**src/rtl/simple_cpu_pkg.sv**
```systemverilog
// Shared definitions for simple_cpu and its program sequencer: instruction
// field layout, type and ALU opcode constants, and the sequencer state enum.
package simple_cpu_pkg;

    localparam int unsigned TYPE_MSB   = 19;
    localparam int unsigned TYPE_LSB   = 18;
    localparam int unsigned ALU_OP_BIT = 0;

    localparam logic [1:0] TYPE_HALT  = 2'b00;
    localparam logic [1:0] TYPE_ALU   = 2'b01;
    localparam logic [1:0] TYPE_LOAD  = 2'b10;
    localparam logic [1:0] TYPE_STORE = 2'b11;

    localparam logic ALU_ADD = 1'b0;
    localparam logic ALU_SUB = 1'b1;

    typedef enum logic [1:0] {
        StIdle,
        StFetch,
        StIssue,
        StDone
    } seq_state_e;

endpackage

```
**src/rtl/seq_prog_mem.sv**
```systemverilog
// Program memory for the sequencer: synchronous write, registered read.
module seq_prog_mem #(
    parameter int unsigned ADDR_BITS = 4,
    parameter int unsigned WIDTH     = 20
) (
    input  logic                 clk,
    input  logic                 we,
    input  logic [ADDR_BITS-1:0] waddr,
    input  logic [WIDTH-1:0]     wdata,
    input  logic [ADDR_BITS-1:0] raddr,
    output logic [WIDTH-1:0]     rdata
);

    logic [WIDTH-1:0] mem [2**ADDR_BITS];

    // Contents are deliberately not reset.
    always_ff @(posedge clk) begin
        if (we) begin
            mem[waddr] <= wdata;
        end
        rdata <= mem[raddr];
    end

endmodule

```
**src/rtl/simple_cpu_sequencer.sv**
```systemverilog
// Walks a program counter through seq_prog_mem and holds each instruction on
// instr_out for CYCLES_PER_INSTR cycles until a HALT word or abort.
module simple_cpu_sequencer
    import simple_cpu_pkg::*;
#(
    parameter int unsigned INSTR_WIDTH      = 20,
    parameter int unsigned PROG_ADDR_BITS   = 4,
    parameter int unsigned CYCLES_PER_INSTR = 4
) (
    input  logic                      clk,
    input  logic                      rst_n,
    input  logic                      prog_we,
    input  logic [PROG_ADDR_BITS-1:0] prog_addr,
    input  logic [INSTR_WIDTH-1:0]    prog_wdata,
    input  logic                      start,
    input  logic [PROG_ADDR_BITS-1:0] start_addr,
    input  logic                      abort,
    output logic [INSTR_WIDTH-1:0]    instr_out,
    output logic                      instr_valid,
    output logic                      busy,
    output logic                      done,
    output logic [PROG_ADDR_BITS-1:0] pc,
    output logic [7:0]                retired
);

    localparam int unsigned CNT_W = $clog2(CYCLES_PER_INSTR + 1);
    localparam logic [CNT_W-1:0] LAST_CNT = CNT_W'(CYCLES_PER_INSTR - 1);

    seq_state_e                state_q, state_d;
    logic [PROG_ADDR_BITS-1:0] pc_q, pc_d;
    logic [7:0]                retired_q, retired_d;
    logic [CNT_W-1:0]          cnt_q, cnt_d;
    logic [INSTR_WIDTH-1:0]    instr_q, instr_d;
    logic                      valid_q, valid_d;
    logic                      busy_q, busy_d;
    logic                      done_q, done_d;
    logic [INSTR_WIDTH-1:0]    rdata;
    logic                      mem_we;

    assign mem_we = prog_we && (state_q == StIdle);

    // Read address is the next PC so the word is ready during the FETCH cycle.
    seq_prog_mem #(
        .ADDR_BITS (PROG_ADDR_BITS),
        .WIDTH     (INSTR_WIDTH)
    ) u_prog_mem (
        .clk   (clk),
        .we    (mem_we),
        .waddr (prog_addr),
        .wdata (prog_wdata),
        .raddr (pc_d),
        .rdata (rdata)
    );

    always_comb begin
        state_d   = state_q;
        pc_d      = pc_q;
        retired_d = retired_q;
        cnt_d     = cnt_q;
        instr_d   = '0;
        unique case (state_q)
            StIdle: begin
                if (start && !abort) begin
                    state_d   = StFetch;
                    pc_d      = start_addr;
                    retired_d = '0;
                end
            end
            StFetch: begin
                if (abort) begin
                    state_d = StIdle;
                end else if (rdata[TYPE_MSB:TYPE_LSB] == TYPE_HALT) begin
                    state_d = StDone;
                end else begin
                    state_d   = StIssue;
                    cnt_d     = '0;
                    instr_d   = rdata;
                    retired_d = (retired_q == 8'hff) ? retired_q : retired_q + 8'd1;
                end
            end
            StIssue: begin
                if (abort) begin
                    state_d = StIdle;
                end else if (cnt_q == LAST_CNT) begin
                    state_d = StFetch;
                    pc_d    = pc_q + PROG_ADDR_BITS'(1);
                end else begin
                    cnt_d   = cnt_q + CNT_W'(1);
                    instr_d = instr_q;
                end
            end
            StDone: begin
                state_d = StIdle;
            end
            default: begin
                state_d = StIdle;
            end
        endcase
        valid_d = (state_d == StIssue);
        busy_d  = (state_d == StFetch) || (state_d == StIssue);
        done_d  = (state_d == StDone);
    end

    always_ff @(posedge clk or negedge rst_n) begin
        if (!rst_n) begin
            state_q   <= StIdle;
            pc_q      <= '0;
            retired_q <= '0;
            cnt_q     <= '0;
            instr_q   <= '0;
            valid_q   <= 1'b0;
            busy_q    <= 1'b0;
            done_q    <= 1'b0;
        end else begin
            state_q   <= state_d;
            pc_q      <= pc_d;
            retired_q <= retired_d;
            cnt_q     <= cnt_d;
            instr_q   <= instr_d;
            valid_q   <= valid_d;
            busy_q    <= busy_d;
            done_q    <= done_d;
        end
    end

    assign instr_out   = instr_q;
    assign instr_valid = valid_q;
    assign busy        = busy_q;
    assign done        = done_q;
    assign pc          = pc_q;
    assign retired     = retired_q;

endmodule

```
**config.mk**
```make
export PLATFORM = sky130hd
export DESIGN_NAME = simple_cpu_sequencer
export DESIGN_NICKNAME = d
export VERILOG_FILES = /design/src/rtl/simple_cpu_pkg.sv /design/src/rtl/seq_prog_mem.sv /design/src/rtl/simple_cpu_sequencer.sv
export SDC_FILE = /design/constraint.sdc
export NUM_CORES = 1
export LEC_CHECK = 0
export BUFFER_PORTS_ARGS = -buffer_cell sky130_fd_sc_hd__buf_4
export CORE_MARGIN = 1.5
export CORE_UTILIZATION = 49
export CTS_CLUSTER_SIZE = 8
export DETAILED_ROUTE_END_ITERATION = 12
export HOLD_SLACK_MARGIN = 0.12
export PLACE_DENSITY = 0.71
export SYNTH_ARGS = -nofsm -noshare
export SYNTH_HDL_FRONTEND = slang
export SYNTH_SLANG_ARGS = --single-unit
export TNS_END_PERCENT = 10
```
**constraint.sdc**
```tcl
create_clock -name clk -period 8.5 [get_ports clk]
set_input_delay 0.425 -clock clk [delete_from_list [all_inputs] [get_ports clk]]
set_output_delay 0.425 -clock clk [all_outputs]
set_load 0.005 [all_outputs]
```
==> results.md, run 1 <==
- Post-synth top area share: about 65%
- # port buffers: 67
- Final-stage net count: approximately 1.0k
- Synth Area in Adders: less than 1%
- Area leader, netlist: edfxtp_1
- Post-synthesis compound-gate area fraction: 6.12%
- Clk sinks: between 300 and 400
- Die Y-Extent: between 150 and 200 um
- Critical Path RT: around 8.9 ns
- Clock buffer depth: 3
- Post-synthesis mux area share: between 10% and 20%
- ANT nets after route: 0
- Cell Area, Synth: 0.0149 mm^2
- Number of antenna violations at the first check in global routing: 0
- #FFs+latches synth: between 300 and 400
- Largest net degree at the start of global routing: 162
- Global-route wire length before repair: ~50000 um
- Initial DRC count: between 700 and 800
- Synth area leaders: edfxtp_1 65%, dfrtp_1 6.7%, mux2_2 6.0%
- Power Density: about 290 mW/mm^2
- Vias in the first global route: between 8k and 9k
- Crit path launch type: flop
- Syn Area/Cell: between 15 and 20 um^2
- Detail Placement HPWL: 17300 um
- Antenna cells: 0
- Post-Synthesis Cells: 912
- Full die area: roughly 0.031 mm^2
- Yosys cell types: 42
- Mapped Nets: 952
- Ys async rst share: a little over a tenth
- IO Count: slightly below 70
- Top_reg_cell synth: edfxtp_1
- Initial Util: between 50% and 60%
- DRC Markers: 0
- Critical Path Fanout Max: about 160
- Max-Slew Margin vs Limit: between 20% and 30%
- Area occupied by multi-input gates: around 0.0037 mm^2
- Status: completed
- GR Overflow Total: 0
- Drt first pass iters: 5
- Fraction of layout cells with a size suffix above 1: between 20% and 30%
- Slew @ Worst Pin: around 1.1 ns
- Sequential cell area: ~0.011 mm^2
- GPL Wtd Cong: between 0.8 and 0.9
- Final Critical Period: between 3 and 4 ns
- Area grow syn2layout: 17.4%
- H-tree Lvls: 2
- Final hold viol count: 0
- Total Wirelength: ~32000 um
- Final Setup Violations: 0
- FMAX: between 200 and 300 MHz
- Ys Warns: 0
- Slew Limit Fails: 0
- Static leakage: 0.00639 uW
- RSZ-0062 raised after global routing: false
- # rows: between 60 and 70
- Clock-pin slew on the worst setup and hold paths: 0.05 ns
- # fillers: 2214
- Crit Path Class: flop to flop
- Worst IR Drop VDD: ~0.00026 V
- CP arrival: ~3.7 ns
- Vias per cell: approximately 5.6
- Clock root cell: clkbuf_16
- Main combinational cell family by area after synthesis: multiplexers
- Mean routed wirelength per cell: 22.5 um
- Clk_lat worst skew: roughly 0.55 ns
- Postcts setup bufs: 0
- Simple-gate share of the synthesized area: under 10%
- XOR/XNOR Fraction of Synth Area: less than 1%
- Sequential area share after synthesis: between 70 and 80%
- Die Wd: between 150 and 200 um
- Post-synth EDFFs: 320
- Final worst clock skew: roughly 0.014 ns
- CTS tree: built
- Total core area: 0.0297 mm^2
- Setup TNS: 0 ns
- Crit end category: flop
- Tot GR Track Use: a little over a fifth
- Max cap viols: 0
- WHS: between 0.15 and 0.2 ns
- Fin crit share: roughly 40%
- Via count: around 8.1k
- CTS Buf Count: between 50 and 60
- Worst Hold Class: primary input to flop
repair_timing:
action,CTS,global route
hold endpoints to repair,40,0
hold buffers,1,0
gates resized for setup,0,0
power by group:
group | switching (uW) | total, uW | internal, uW | leakage [uW]
Sequential | 82.6 | 2210 | 2130 | 0.00359
Clock | 728 | 1950 | 1220 | 0.000742
Combinational | 564 | 976 | 412 | 0.00205
stage by stage:
stage                     cell area [um^2]  utilization, %  power (uW)  worst slack, ns  cells
after floorplan                      14900               -        2930             5.63    912
after global placement               15900            53.5        3200             5.25   1342
after detailed placement             15900            53.5        3220             5.25   1342
after CTS                            17500            58.8        5170             5.21   1439
after global routing                 17500            58.8        5350             4.97   1439
final                                17500            58.8        5140             5.16   1439
synth_stat cells (all sizes together) (2+ instances only):
| cell type | instances |
|---|---|
| mux2 | 80 |
| a22o | 19 |
| clkbuf | 25 |
| nor3 | 8 |
| nand3 | 3 |
| nor2 | 33 |
| ha | 7 |
| inv | 8 |
| buf | 25 |
| nand2 | 91 |
| o21ai | 4 |
| nand4 | 23 |
| or3 | 5 |
| mux2i | 86 |
| xor2 | 4 |
| nor2b | 2 |
| dfxtp | 20 |
| edfxtp | 320 |
| a21oi | 11 |
| dfrtp | 40 |
| nand2b | 6 |
| o211ai | 78 |
critical path, cell delays in order (launching register included):
cell       delay (ns)
dfrtp_1          0.56
nor2_1           0.47
nand2b_1         0.21
o2111ai_4        0.24
buf_12           0.73
mux2_2           0.43
o211ai_1         0.19
nand4_1          0.14
sequential cells by signal (all words and copies together), names as in the netlist:
signal,flops
u_prog_mem.mem,320
instr_out,20
u_prog_mem.rdata,20
retired,8
pc,4
cnt_q,3
state_q,2
busy,1
done,1
instr_valid,1
final timing paths:
| kind | start | to | slack (ns) | cells after the start |
|---|---|---|---|---|
| setup reg to reg | state_q[0] | u_prog_mem.rdata[19] | 5.16 | 7 |
| max in group asynchronous | rst_n | instr_out[8] | 7.74 | 2 |
| setup / recovery | state_q[0] | u_prog_mem.rdata[19] | 5.16 | 7 |
| min in group asynchronous | rst_n | instr_out[3] | 0.40 | 2 |
| hold reg to reg | u_prog_mem.rdata[11] | instr_out[11] | 0.45 | 1 |
| hold / removal | abort | instr_out[18] | 0.16 | 2 |
routing by layer:
metal,part of all wire (%),vias up,track usage (%),wire length [um]
met2,47,226,34.0,15300
li1,-,3726,-,-
met5,0,-,0,0
met3,5.8,61,3.69,1870
met1,45,4109,29.5,14500
met4,2.1,0,6.14,684
kinds of logic (layout without fill, tap and decap cells):
| group | Yosys count | in the layout |
|---|---|---|
| compound gates | 122 | 122 |
| xor+xnor | 4 | 4 |
| fa+ha+maj | 7 | 7 |
| buf+inv | 58 | 195 |
| flops | 380 | 380 |
| mux | 166 | 166 |
| simple gates | 175 | 175 |
layout make-up:
type | count | area share [%]
clock buffers | 94 | 8.72
clock inverters | 2 | 0.222
multi-input cells | 474 | 21.0
repair buffers | 91 | 4.00
flip-flops and latches | 380 | 63.1
inverters | 8 | 0.172
well taps | 390 | 2.79
cells in the final DEF (no fill, tap or decap), types with 2 or more instances in the layout:
| cell | instances |
|---|---|
| clkbuf_16 | 55 |
| or3_1 | 5 |
| nand2b_1 | 5 |
| dfxtp_1 | 20 |
| a21oi_1 | 9 |
| inv_1 | 8 |
| nor2b_1 | 2 |
| nor2_1 | 18 |
| a22o_1 | 19 |
| nand4_1 | 23 |
| mux2i_1 | 86 |
| mux2_2 | 79 |
| o21ai_0 | 3 |
| nor3_2 | 6 |
| ha_1 | 7 |
| buf_4 | 89 |
| a21oi_2 | 2 |
| nor3_1 | 2 |
| nand2_1 | 91 |
| nand3_1 | 3 |
| o211ai_1 | 78 |
| xor2_1 | 4 |
| clkbuf_1 | 39 |
| edfxtp_1 | 320 |
| nor2_2 | 15 |
| dfrtp_1 | 40 |
Power figures use the tool's default switching activity.
==> run 2, diff against run 1 <==
- PLACE_DENSITY: 0.71 -> 0.73
- clock period: 8.5 -> 2.9 ns (I/O delays scaled with it)
==> results.md, run 2 (same netlist as run 1, synthesis figures left out) <==
- Status: completed
- Crit path launch type: flop
- Full die area: around 0.031 mm^2
- Final Critical Period: about 2.7 ns
- Power Density: 844 mW/mm^2
- Final Setup Violations: 0
- IO Count: 68
- Vias per cell: 5.68
- Clock buffer depth: 3
- Commonest non-fill, non-tap cell in the layout: edfxtp_1
- Static leakage: around 0.0067 uW
- GRT met1 Usage: between 20 and 30%
- Final worst clock skew: roughly 0.046 ns
- Via count: 8515
- Slew @ Worst Pin: slightly above 0.6 ns
- RSZ-0062 raised after global routing: false
- DRC Markers: 0
- Combinational share of power: approximately a fifth
- Pre-CTS WS: a little under 0.3 ns
- Post-CTS Resized: 0
- Sequential cell area: 0.0110 mm^2
- Final Util: between 60 and 70%
- Max cap viols: 0
- Crit Path Class: flop to flop
- H-tree Lvls: 2
- Area grow syn2layout: 21.4%
- Critical Path Fanout Max: around 70
- FMAX: about 380 MHz
- Worst IR Drop VDD: 0.000535 V
- Max FFs per register: 320
- Initial DRC count: 790
- Most frequent cells in the layout: 320 x edfxtp_1, 112 x buf_4, 91 x nand2_1
- CTS tree: built
- Largest Register: u_prog_mem.mem
- Final-stage net count: between 1k and 1.5k
- Area occupied by multi-input gates: 0.00367 mm^2
- GRT Max-Usage Layer: met2
- Initial Util: between 50% and 60%
- Final hold viol count: 0
- GPL Wtd Cong: between 0.8 and 0.9
- Clk_lat worst skew: between 0.5 and 0.6 ns
- # fillers: approximately 2.1k
- Final WS setup: approximately 0.24 ns
- Total core area: 0.0297 mm^2
- Clock root cell: clkbuf_16
- Fin crit share: between 90% and 100%
- GRT met3 Usage: under 10%
- Slew Limit Fails: 0
- Total Wirelength: approximately 33000 um
- Crit end category: flop
- Largest net degree at the start of global routing: 69
- ANT nets after route: 0
- Cts hold-fix bufs: 28
- Clk sinks: 380
- Worst Hold Class: primary input to flop
- Vias in the first global route: about 8.5k
- Mean routed wirelength per cell: ~22 um
- Setup TNS: 0 ns
- CTS Buf Count: 53
- Postcts setup bufs: 0
- Switch Pwr: about 4200 uW
- Antenna cells: 0
- GR Overflow Total: 0
- Fraction of layout cells with a size suffix above 1: between 20% and 30%
- Tot GR Track Use: about a fifth
- Max-Slew Margin vs Limit: between 50% and 60%
- # rows: 63
- Drt first pass iters: 5
- Clock-pin slew on the worst setup and hold paths: 0.05 ns
- Die Wd: about 180 um
- Critical Path RT: about 3.3 ns
- Clock share of power: between 30% and 40%
- Global-route wire length before repair: between 40000 and 50000 um
- Number of antenna violations at the first check in global routing: 0
- Sw Ratio: between 20% and 30%
- Detail Placement HPWL: about 19000 um
- Die Y-Extent: ~180 um
- Seq pwr share: approximately 42%
- # port buffers: 67
- Met2 GRT Util: a little over a third
- Pint: between 10000 and 15000 uW
- CP arrival: just over 3 ns
run 2: changes by cell type in the layout (fill, tap and decap cells not counted), sizes merged:
cell,before,now
buf,90,122
bufinv,1,0
inv,9,8
clkinv,0,4
clkbuf,94,93
dlygate4sd3,1,27
run 2: metal layers:
layer / vias to the layer above / routed length [um]
li1: 3850 / -
met1: 4279 / 14300
met2: 317 / 15900
met3: 69 / 1960
met4: 0 / 875
met5: - / 0
run 2: worst max-delay path, cell delays in order (launching register included):
cell and delay (ns):
dfrtp_1 0.35, ha_1 0.17, ha_1 0.20, nor4bb_1 0.28, o21ai_1 0.15, o2111ai_4 0.16
buf_12 0.37, mux2_2 0.40, o211ai_1 0.22, nand4_1 0.13
run 2: power groups by stage:
stage,Sequential (uW),Combinational [uW],Clock (uW)
6_report,6470,3140,5630
5_1_grt,6480,3390,5930
4_1_cts,6460,3170,5700
3_5_place_dp,6560,3110,0
3_3_place_gp,6560,3050,0
2_1_floorplan,6450,2150,0
run 2: layout make-up:
cell class	instances	area share (%)
sequential	380	61.0
multi-input combinational	474	20.3
clock buffer	93	8.18
timing repair buffer	149	7.26
tap	390	2.70
clock inverter	4	0.374
inverter	8	0.166
run 2: worst paths after layout:
path,from,to,slack (ns),cells after the start
max in group asynchronous,rst_n,instr_out[16],1.92,4
min in group asynchronous,rst_n,instr_out[6],0.56,3
max,cnt_q[1],u_prog_mem.rdata[13],0.24,9
min reg2reg,u_prog_mem.rdata[10],instr_out[10],0.44,1
max reg2reg,cnt_q[1],u_prog_mem.rdata[13],0.24,9
min,start_addr[3],pc[3],0.19,5
run 2: stage by stage:
step / cell area (um^2) / hold slack [ns] / power [uW] / cells
final: 18100 / 0.192 / 15200 / 1498
after global routing: 18100 / 0.213 / 15800 / 1498
after CTS: 18100 / 0.170 / 15300 / 1498
after detailed placement: 16200 / 0.156 / 9670 / 1373
after global placement: 16200 / 0.154 / 9600 / 1373
after floorplan: 14900 / -0.151 / 8600 / 912
